`config.mk`:
```
export PLATFORM = sky130hd
export DESIGN_NAME = i2c_target_regfile
export DESIGN_NICKNAME = d
export VERILOG_FILES = /design/src/rtl/i2c_target_regfile.sv
export SDC_FILE = /design/constraint.sdc
export NUM_CORES = 1
export LEC_CHECK = 0
export CORE_ASPECT_RATIO = 2
export CORE_MARGIN = 4
export CORE_UTILIZATION = 35
export CTS_BUF_LIST = sky130_fd_sc_hd__clkbuf_8 sky130_fd_sc_hd__clkbuf_16
export DETAILED_ROUTE_END_ITERATION = 16
export PLACE_DENSITY = 0.51
export REMOVE_ABC_BUFFERS = 1
export SLEW_MARGIN = 20
export SYNTH_ARGS = -nofsm -noshare
export SYNTH_HDL_FRONTEND = slang
export SYNTH_SLANG_ARGS = --single-unit
export TNS_END_PERCENT = 30
```
`constraint.sdc`:
```
create_clock -name clk -period 5.1 [get_ports clk]
set_input_delay 0.765 -clock clk [delete_from_list [all_inputs] [get_ports clk]]
set_output_delay 0.765 -clock clk [all_outputs]
set_load 0.01 [all_outputs]
```
`src/rtl/i2c_target_regfile.sv`:
```
// I2C target responder: 7-bit addressed device mapped onto a register bus
// with an auto-incrementing register pointer. Never stretches SCL.
module i2c_target_regfile #(
    parameter int FILT_CNT = 4,
    parameter int PTR_W    = 8
) (
    input  logic             clk,
    input  logic             rstn,
    input  logic             en,
    input  logic [6:0]       slv_adr,
    input  logic             scl_i,
    input  logic             sda_i,
    output logic             sda_oe,
    output logic             reg_wr,
    output logic             reg_rd,
    output logic [PTR_W-1:0] reg_addr,
    output logic [7:0]       reg_wdata,
    input  logic [7:0]       reg_rdata,
    output logic             busy,
    output logic             xfer_done
);

    typedef enum logic [3:0] {
        IDLE, ADDR, ADDR_ACK, PTR, PTR_ACK, WDATA, WDATA_ACK, RDATA, RDATA_ACK, IGNORE
    } state_t;

    localparam logic [3:0] FILT_M1 = 4'(FILT_CNT - 1);

    // Line index 0 = SCL, 1 = SDA.
    logic [1:0] meta, sync, filt, prev;
    logic [3:0] cnt [2];

    logic scl_rise, scl_fall, start_det, stop_det;

    state_t           state_q, state_d;
    logic [2:0]       bit_q, bit_d;
    logic [7:0]       shift_q, shift_d;
    logic [7:0]       tx_q, tx_d;
    logic [PTR_W-1:0] ptr_q, ptr_d;
    logic             rw_q, rw_d;
    logic             ack_q, ack_d;
    logic             oe_d, wr_d, rd_d, busy_d, done_d;
    logic [PTR_W-1:0] addr_d;
    logic [7:0]       wdata_d;
    logic [7:0]       rx_byte;

    // Synchronize both pad inputs, then require FILT_CNT stable cycles before the filtered level moves.
    always_ff @(posedge clk or negedge rstn) begin
        if (!rstn) begin
            meta   <= '1;
            sync   <= '1;
            filt   <= '1;
            prev   <= '1;
            cnt[0] <= '0;
            cnt[1] <= '0;
        end else begin
            meta <= {sda_i, scl_i};
            sync <= meta;
            prev <= filt;
            for (int unsigned i = 0; i < 2; i++) begin
                if (sync[i] == filt[i]) begin
                    cnt[i] <= '0;
                end else if (cnt[i] == FILT_M1) begin
                    filt[i] <= sync[i];
                    cnt[i]  <= '0;
                end else begin
                    cnt[i] <= cnt[i] + 4'd1;
                end
            end
        end
    end

    assign scl_rise  =  filt[0] & ~prev[0];
    assign scl_fall  = ~filt[0] &  prev[0];
    assign start_det =  filt[0] &  prev[0] &  prev[1] & ~filt[1];
    assign stop_det  =  filt[0] &  prev[0] & ~prev[1] &  filt[1];
    assign rx_byte   = {shift_q[6:0], filt[1]};

    // Protocol state and datapath registers.
    always_ff @(posedge clk or negedge rstn) begin
        if (!rstn) begin
            state_q   <= IDLE;
            bit_q     <= '0;
            shift_q   <= '0;
            tx_q      <= '0;
            ptr_q     <= '0;
            rw_q      <= 1'b0;
            ack_q     <= 1'b0;
            sda_oe    <= 1'b0;
            reg_wr    <= 1'b0;
            reg_rd    <= 1'b0;
            reg_addr  <= '0;
            reg_wdata <= '0;
            busy      <= 1'b0;
            xfer_done <= 1'b0;
        end else begin
            state_q   <= state_d;
            bit_q     <= bit_d;
            shift_q   <= shift_d;
            tx_q      <= tx_d;
            ptr_q     <= ptr_d;
            rw_q      <= rw_d;
            ack_q     <= ack_d;
            sda_oe    <= oe_d;
            reg_wr    <= wr_d;
            reg_rd    <= rd_d;
            reg_addr  <= addr_d;
            reg_wdata <= wdata_d;
            busy      <= busy_d;
            xfer_done <= done_d;
        end
    end

    // Next-state and output decode; START/STOP take priority over bit-level events.
    always_comb begin
        state_d = state_q;
        bit_d   = bit_q;
        shift_d = shift_q;
        tx_d    = tx_q;
        ptr_d   = ptr_q;
        rw_d    = rw_q;
        ack_d   = ack_q;
        oe_d    = sda_oe;
        wr_d    = 1'b0;
        rd_d    = 1'b0;
        addr_d  = reg_addr;
        wdata_d = reg_wdata;
        busy_d  = busy;
        done_d  = 1'b0;

        // Read data is valid the cycle after the strobe.
        if (reg_rd) tx_d = reg_rdata;

        if (!en) begin
            state_d = IDLE;
            bit_d   = '0;
            ptr_d   = '0;
            ack_d   = 1'b0;
            oe_d    = 1'b0;
            addr_d  = '0;
            wdata_d = '0;
            busy_d  = 1'b0;
        end else if (stop_det) begin
            state_d = IDLE;
            bit_d   = '0;
            ack_d   = 1'b0;
            oe_d    = 1'b0;
            done_d  = busy;
            busy_d  = 1'b0;
        end else if (start_det) begin
            state_d = ADDR;
            bit_d   = '0;
            ack_d   = 1'b0;
            oe_d    = 1'b0;
        end else begin
            case (state_q)
                ADDR: if (scl_rise) begin
                    shift_d = rx_byte;
                    bit_d   = bit_q + 3'd1;
                    if (bit_q == 3'd7) begin
                        if (rx_byte[7:1] == slv_adr && rx_byte[7:1] != 7'd0) begin
                            state_d = ADDR_ACK;
                            rw_d    = rx_byte[0];
                            if (rx_byte[0]) begin
                                rd_d   = 1'b1;
                                addr_d = ptr_q;
                            end
                        end else begin
                            state_d = IGNORE;
                        end
                    end
                end
                // First fall drives ACK; second fall ends it (sda_oe doubles as the phase flag).
                ADDR_ACK, PTR_ACK, WDATA_ACK: if (scl_fall) begin
                    if (!sda_oe) begin
                        oe_d   = 1'b1;
                        busy_d = 1'b1;
                    end else begin
                        oe_d  = 1'b0;
                        bit_d = '0;
                        if (state_q == ADDR_ACK) begin
                            if (rw_q) begin
                                oe_d    = ~tx_q[7];
                                state_d = RDATA;
                            end else begin
                                state_d = PTR;
                            end
                        end else begin
                            state_d = WDATA;
                        end
                    end
                end
                PTR: if (scl_rise) begin
                    shift_d = rx_byte;
                    bit_d   = bit_q + 3'd1;
                    if (bit_q == 3'd7) begin
                        ptr_d   = PTR_W'(rx_byte);
                        state_d = PTR_ACK;
                    end
                end
                WDATA: if (scl_rise) begin
                    shift_d = rx_byte;
                    bit_d   = bit_q + 3'd1;
                    if (bit_q == 3'd7) begin
                        wr_d    = 1'b1;
                        addr_d  = ptr_q;
                        wdata_d = rx_byte;
                        ptr_d   = ptr_q + PTR_W'(1);
                        state_d = WDATA_ACK;
                    end
                end
                RDATA: if (scl_fall) begin
                    if (bit_q == 3'd7) begin
                        oe_d    = 1'b0;
                        ptr_d   = ptr_q + PTR_W'(1);
                        ack_d   = 1'b0;
                        state_d = RDATA_ACK;
                    end else begin
                        oe_d  = ~tx_q[6];
                        tx_d  = {tx_q[6:0], 1'b0};
                        bit_d = bit_q + 3'd1;
                    end
                end
                // ack_q marks that the master ACKed and the next byte is being fetched.
                RDATA_ACK: begin
                    if (scl_rise && !ack_q) begin
                        if (filt[1]) begin
                            busy_d  = 1'b0;
                            state_d = IGNORE;
                        end else begin
                            rd_d   = 1'b1;
                            addr_d = ptr_q;
                            ack_d  = 1'b1;
                        end
                    end else if (scl_fall && ack_q) begin
                        oe_d    = ~tx_q[7];
                        bit_d   = '0;
                        ack_d   = 1'b0;
                        state_d = RDATA;
                    end
                end
                default: ;
            endcase
        end
    end

endmodule
```
==> results of run 1 <==
[synth_stat cells (all sizes together), types with 2 or more instances]
cell / instances
dfrtp: 61
nand2: 52
o21ai: 35
nor2: 23
mux2i: 19
inv: 18
nand3: 18
a21oi: 17
nor3: 16
mux2: 13
buf: 12
xor2: 10
clkbuf: 9
dfstp: 8
a31oi: 7
and3: 6
nand2b: 6
o2bb2ai: 6
ha: 5
nor4: 5
o22ai: 5
nor3b: 4
o31ai: 4
xnor2: 4
a22oi: 3
nor2b: 3
nand3b: 2
or3: 2
[final cells by class]
type                    instances  area [µm²]
clock buffers                   9         225
clock inverters                 7        75.1
fillers                      1042        5680
inverters                      18        67.6
multi-input cells             285        1820
flip-flops and latches         69        1740
well taps                     135         169
repair buffers                 46         440
[sequential cells by signal (all words and copies together) (netlist names), 2 cells and up]
| signal | count |
|---|---|
| cnt | 8 |
| reg_wdata | 8 |
| reg_addr | 8 |
| bit_q | 3 |
| ptr_q | 8 |
| state_q | 4 |
| sync | 2 |
| filt | 2 |
| meta | 2 |
| shift_q | 7 |
| prev | 2 |
| tx_q | 8 |
[layer usage]
metal / track usage, % / up-vias / wire length, µm
met4: 8.30 / 0 / 348
met1: 19.3 / 1512 / 3830
met2: 34.3 / 70 / 5950
met3: 3.83 / 19 / 327
li1: - / 1467 / -
met5: 0 / - / 0
[per-stage QoR]
stage	total power [mW]	cells	hold slack [ps]	instance area, µm²	setup WS, ps
global route	2.25	569	368	4530	1810
global placement	1.50	553	348	4220	1920
finish	2.11	569	365	4530	2090
detailed placement	1.50	553	357	4230	1880
floorplan	1.23	372	345	3610	2770
CTS	2.13	569	367	4530	2070
[cell families after synthesis]
group	count (synthesis)	synth area share (%)
mux	32	9.40
xor+xnor	14	3.31
simple gates	142	18.9
fa+ha+maj	5	1.69
flops	69	46.9
buf+inv	39	4.29
compound gates	92	15.4
[power breakdown]
| group | leakage (nW) | total (mW) | switching, mW | internal, mW |
|---|---|---|---|---|
| Clock | 0.144 | 0.620 | 0.240 | 0.380 |
| Combinational | 0.810 | 0.681 | 0.388 | 0.293 |
| Sequential | 0.913 | 0.811 | 0.157 | 0.654 |
[cells in the final DEF, fill, tap and decap left out, types with 3 or more instances in the layout]
cell type and instances:
a22oi_1 3, o22ai_1 5, nor2b_1 3, nand3_1 18
clkdlybuf4s50_1 39, mux2_2 9, and3_1 6, nand2_1 52
clkbuf_16 9, nor3b_1 3, o21ai_1 5, a31oi_1 7
o31ai_1 3, nor4_1 4, inv_1 19, dfrtp_1 61
ha_1 5, nand2b_1 6, xnor2_1 4, a21oi_1 17
xor2_1 10, buf_4 6, nor2_1 23, mux2i_1 19
o2bb2ai_1 6, o21ai_0 30, dfstp_2 8, nor3_1 14
mux2_4 3
[critical path, delay by kind of cell (launching register included)]
kind | cells | cell delay, ps
and+or+nand+nor | 3 | 1220
AOI/OAI and AO/OA | 3 | 960
DFF | 1 | 740
[worst max path at each step]
stage | slack [ps] | cells after the start | end | startpoint
after global placement | 1920 | 8 | state_q[0] | en
after CTS | 2070 | 6 | ptr_q[6] | state_q[3]
after global routing | 1810 | 6 | ptr_q[6] | state_q[3]
final | 2090 | 6 | ptr_q[6] | state_q[3]
after floorplan | 2770 | 4 | reg_wdata[0] | state_q[0]
after detailed placement | 1880 | 8 | state_q[2] | en
==> reports/qor.yml, run 1 <==
worst_setup_path:
  critical-path-max-stage-delay_ps: 740
  path_cells: "nand3b_1, o22ai_1, and3_1, a21oi_1, nand2_1, o2bb2ai_1"
  reg2reg_to: "ptr_q[6]"
  crit_path_top_delay_cell: "dfrtp_1"
  r2r_cells: 6
  cp-end-kind: "register"
  cp-start-kind: "register"
  crit_type: "reg2reg"
  reg2reg_from: "state_q[3]"
  cp_data_arrival_time_ps: 3260
  crit_path_max_fanout: 18
  reg2reg_slack_ps: 2090
  worstPathRequired_ps: 5350
synthesis:
  synth_top_cell_by_area: "dfrtp_1"
  synthTopCellsByArea: "dfrtp_1 (41%), dfstp_2 (5.7%), nand2_1 (5.3%)"
  synth-edff-count: 0
  ys.flop_type: "dfrtp_1"
  ys_seq_elements: 69
  avgSynthCellArea_um2: 9.41
  synth_area_mm2: 0.00370
  async_flop_share_pct: 100
  ys_seq_area_share_pct: 46.9
  ys.warnings.count: 0
  synthCells: 393
  synth_cell_types: 57
  synth_top_area_share_pct: 41.3
timing:
  hold_viol_final: 0
  fmax_ghz: 0.332
  worst_pin_slew_ps: 1010
  slew_headroom_pct: 31.4
  setup_viol: 0
  grt_setup_unrepaired: "no"
  fin_setup_tns_ps: 0
  period_needed_ps: 3010
  fin_crit_sh_pct: 59.0
  clock_skew_ps: 6.18
  drv_slew: 0
floorplanning:
  core_area_mm2: 0.0102
  num_rows: 52
  die-width_um: 80.7
  ios: 41
  die_h_um: 153
  initial_core_util_pct: 36.2
  die-area_mm2: 0.0124
placement:
  gp_congestion: 0.957
  dp_hpwl_mm: 7.88
  port-buffer-count: 40
detailed_routing:
  drt_iter0_markers: 238
  detail_route.wl_per_cell_um: 18.4
  firstDrtPassIters: 4
  final_antenna_net_count: 0
  drc: 0
  vias_per_cell: 5.39
  drt_wl_total_mm: 10.5
  vias: 3068
final_layout:
  n_antenna_cell: 0
  drive_above_1_share_pct: 11.3
  final_util_pct: 44.4
  syn_to_final_growth_pct: 22.5
  final_nets: 454
clock_tree:
  cts_hold_buf: 0
  cts_tree: "yes"
  htreeDepth: 3
  worstSkewPairLatency_ps: 330
  clockBufferDepth: 2
  cts_sinks: 69
  clkTransAtPathRegs_ps: 60
  cts_buffers: 9
  postCtsSetupRepairBufs: 0
  cts_root_buf: "clkbuf_16"
  ctsResizeCount: 0
job:
  max_cap_violations: 0
global_routing:
  grt_pass1_vias: 3302
  grt.total_usage_pct: 18.5
  overflow: 0
  antenna_found_initial: 0
  grt_pass1_wl_mm: 17.4
  grt_max_degree: 50
power:
  power.leakage_nw: 1.87
  p_per_area_mw_per_mm2: 466
  ir_drop_mv: 0.224
worst_hold_path:
  min_path_cells: 0
  hold-path-endpoint: "sync[0]"
  min_path_type: "reg2reg"
  worstHoldStart: "meta[0]"
run_status:
  status: "finished, final reports clean"
(Power assumes the default switching activity.)
==> run 2, diff against run 1 <==
- clock period: 5.1 -> 3.1 ns (I/O delays scaled with it)
==> run 2 against run 1 <==
Net effect: clock-buffer cell count is 1 higher; via count is 3.1% higher; combinational power is 70% higher; sequential share of layout area is 0.62 points lower; global-route usage is 0.27 points higher; critical endpoint is now ptr_q[4]; highest routed layer unchanged.
==> reports/qor.yml, run 2 (synthesis results as in run 1) <==
clock_tree:
  htreeDepth: 3
  cts_root_buf: "clkbuf_16"
  postCtsSetupRepairBufs: 0
  clockBufferDepth: 2
  worstSkewPairLatency_ps: 340
  clkTransAtPathRegs_ps: 60
  ctsResizeCount: 0
  cts_hold_buf: 0
  cts_tree: "yes"
  cts_sinks: 69
  cts_buffers: 9
final_layout:
  most-common-layout-cells: "dfrtp_1 (61), nand2_1 (52), clkdlybuf4s50_1 (39)"
  n_antenna_cell: 0
  syn_to_final_growth_pct: 24.5
  final_util_pct: 45.1
  stdcell_count: 580
  stdcell_area_mm2: 0.00461
  final_common_cell: "dfrtp_1"
  final_nets: 465
  drive_above_1_share_pct: 13.5
timing:
  fin_crit_sh_pct: 82.9
  grt_setup_unrepaired: "no"
  fin_setup_tns_ps: 0
  drv_slew: 0
  clock_skew_ps: 6.25
  setup_viol: 0
  hold_viol_final: 0
  slew_headroom_pct: 51.3
  period_needed_ps: 2570
  fmax_ghz: 0.389
  worst_pin_slew_ps: 731
floorplanning:
  ios: 41
  initial_core_util_pct: 36.2
  core_area_mm2: 0.0102
  die-area_mm2: 0.0124
  num_rows: 52
  die-width_um: 80.7
  die_h_um: 153
worst_hold_path:
  min_path_type: "in2async"
worst_setup_path:
  crit_path_top_delay_cell: "dfstp_2"
  r2r_cells: 6
  path_cells: "xnor2_1, o22ai_1, and3_1, a21oi_1, nand2_1, o2bb2ai_1"
  critPathLaunch: "filt[1]"
  cp_data_arrival_time_ps: 2830
  reg2reg_from: "filt[1]"
  crit_family: "compound AO/OA/AOI/OAI gates"
  crit_buf_inv: 0
  cp-start-kind: "register"
  critical-path-max-stage-delay_ps: 710
  worstPathRequired_ps: 3360
  cp.depth: 6
  crit_path_max_fanout: 13
  crit_type: "reg2reg"
  cp-end-kind: "register"
detailed_routing:
  detail_route.wl_per_cell_um: 18.4
  vias: 3162
  firstDrtPassIters: 4
  final_antenna_net_count: 0
  vias_per_cell: 5.45
  drc: 0
  drt_wl_total_mm: 10.7
  drt_iter0_markers: 266
placement:
  dp_cells: 564
  port-buffer-count: 40
  gp_congestion: 0.986
  dp_hpwl_mm: 8.09
  place_area_mm2: 0.00431
power:
  p_per_area_mw_per_mm2: 767
  ir_drop_mv: 0.345
  power.leakage_nw: 1.92
run_status:
  status: "finished, final reports clean"
global_routing:
  grt_pass1_vias: 3385
  grt.total_usage_pct: 18.8
  overflow: 0
  grt_pass1_wl_mm: 17.8
  antenna_found_initial: 0
  grt_max_degree: 29
job:
  max_cap_violations: 0
==> run 2: final timing paths <==
check                           slack [ps]  endpoint
worst max-delay path                   530  ptr_q[4]
worst min-delay path                   140    cnt[7]
worst max register to register         530  ptr_q[4]
worst min register to register         350   sync[1]
max in group asynchronous             2190   filt[0]
min in group clk                       350   sync[1]
==> run 2: cell type report <==
cell class	instances	area, µm²
repair buffers	57	523
multi-input cells	285	1810
well taps	135	169
flip-flops and latches	69	1740
clock inverters	6	62.6
fillers	1033	5610
inverters	18	67.6
clock buffers	10	239
==> run 2: metrics by stage <==
step                      power [mW]  hold WS, ps  setup WS [ps]
after floorplan                 2.02          169            769
after detailed placement        2.50          348            494
after global routing            3.74          177            346
after CTS                       3.55          158            518
final                           3.53          140            530
after global placement          2.49          346            499
==> run 2: per-layer routing <==
metal  up-vias  global-route usage, %  part of all wire, %
li1       1489                      -                    -
met1      1576                   19.7                   36
met2        76                   34.1                   57
met3        21                   4.00                  3.2
met4         0                   9.43                  4.0
met5         -                      0                    0
==> run 2: where the power goes <==
group / internal, mW / leakage [nW] / switching, mW / total (mW)
Sequential: 1.08 / 0.913 / 0.262 / 1.34
Clock: 0.642 / 0.146 / 0.390 / 1.03
Combinational: 0.515 / 0.864 / 0.646 / 1.16
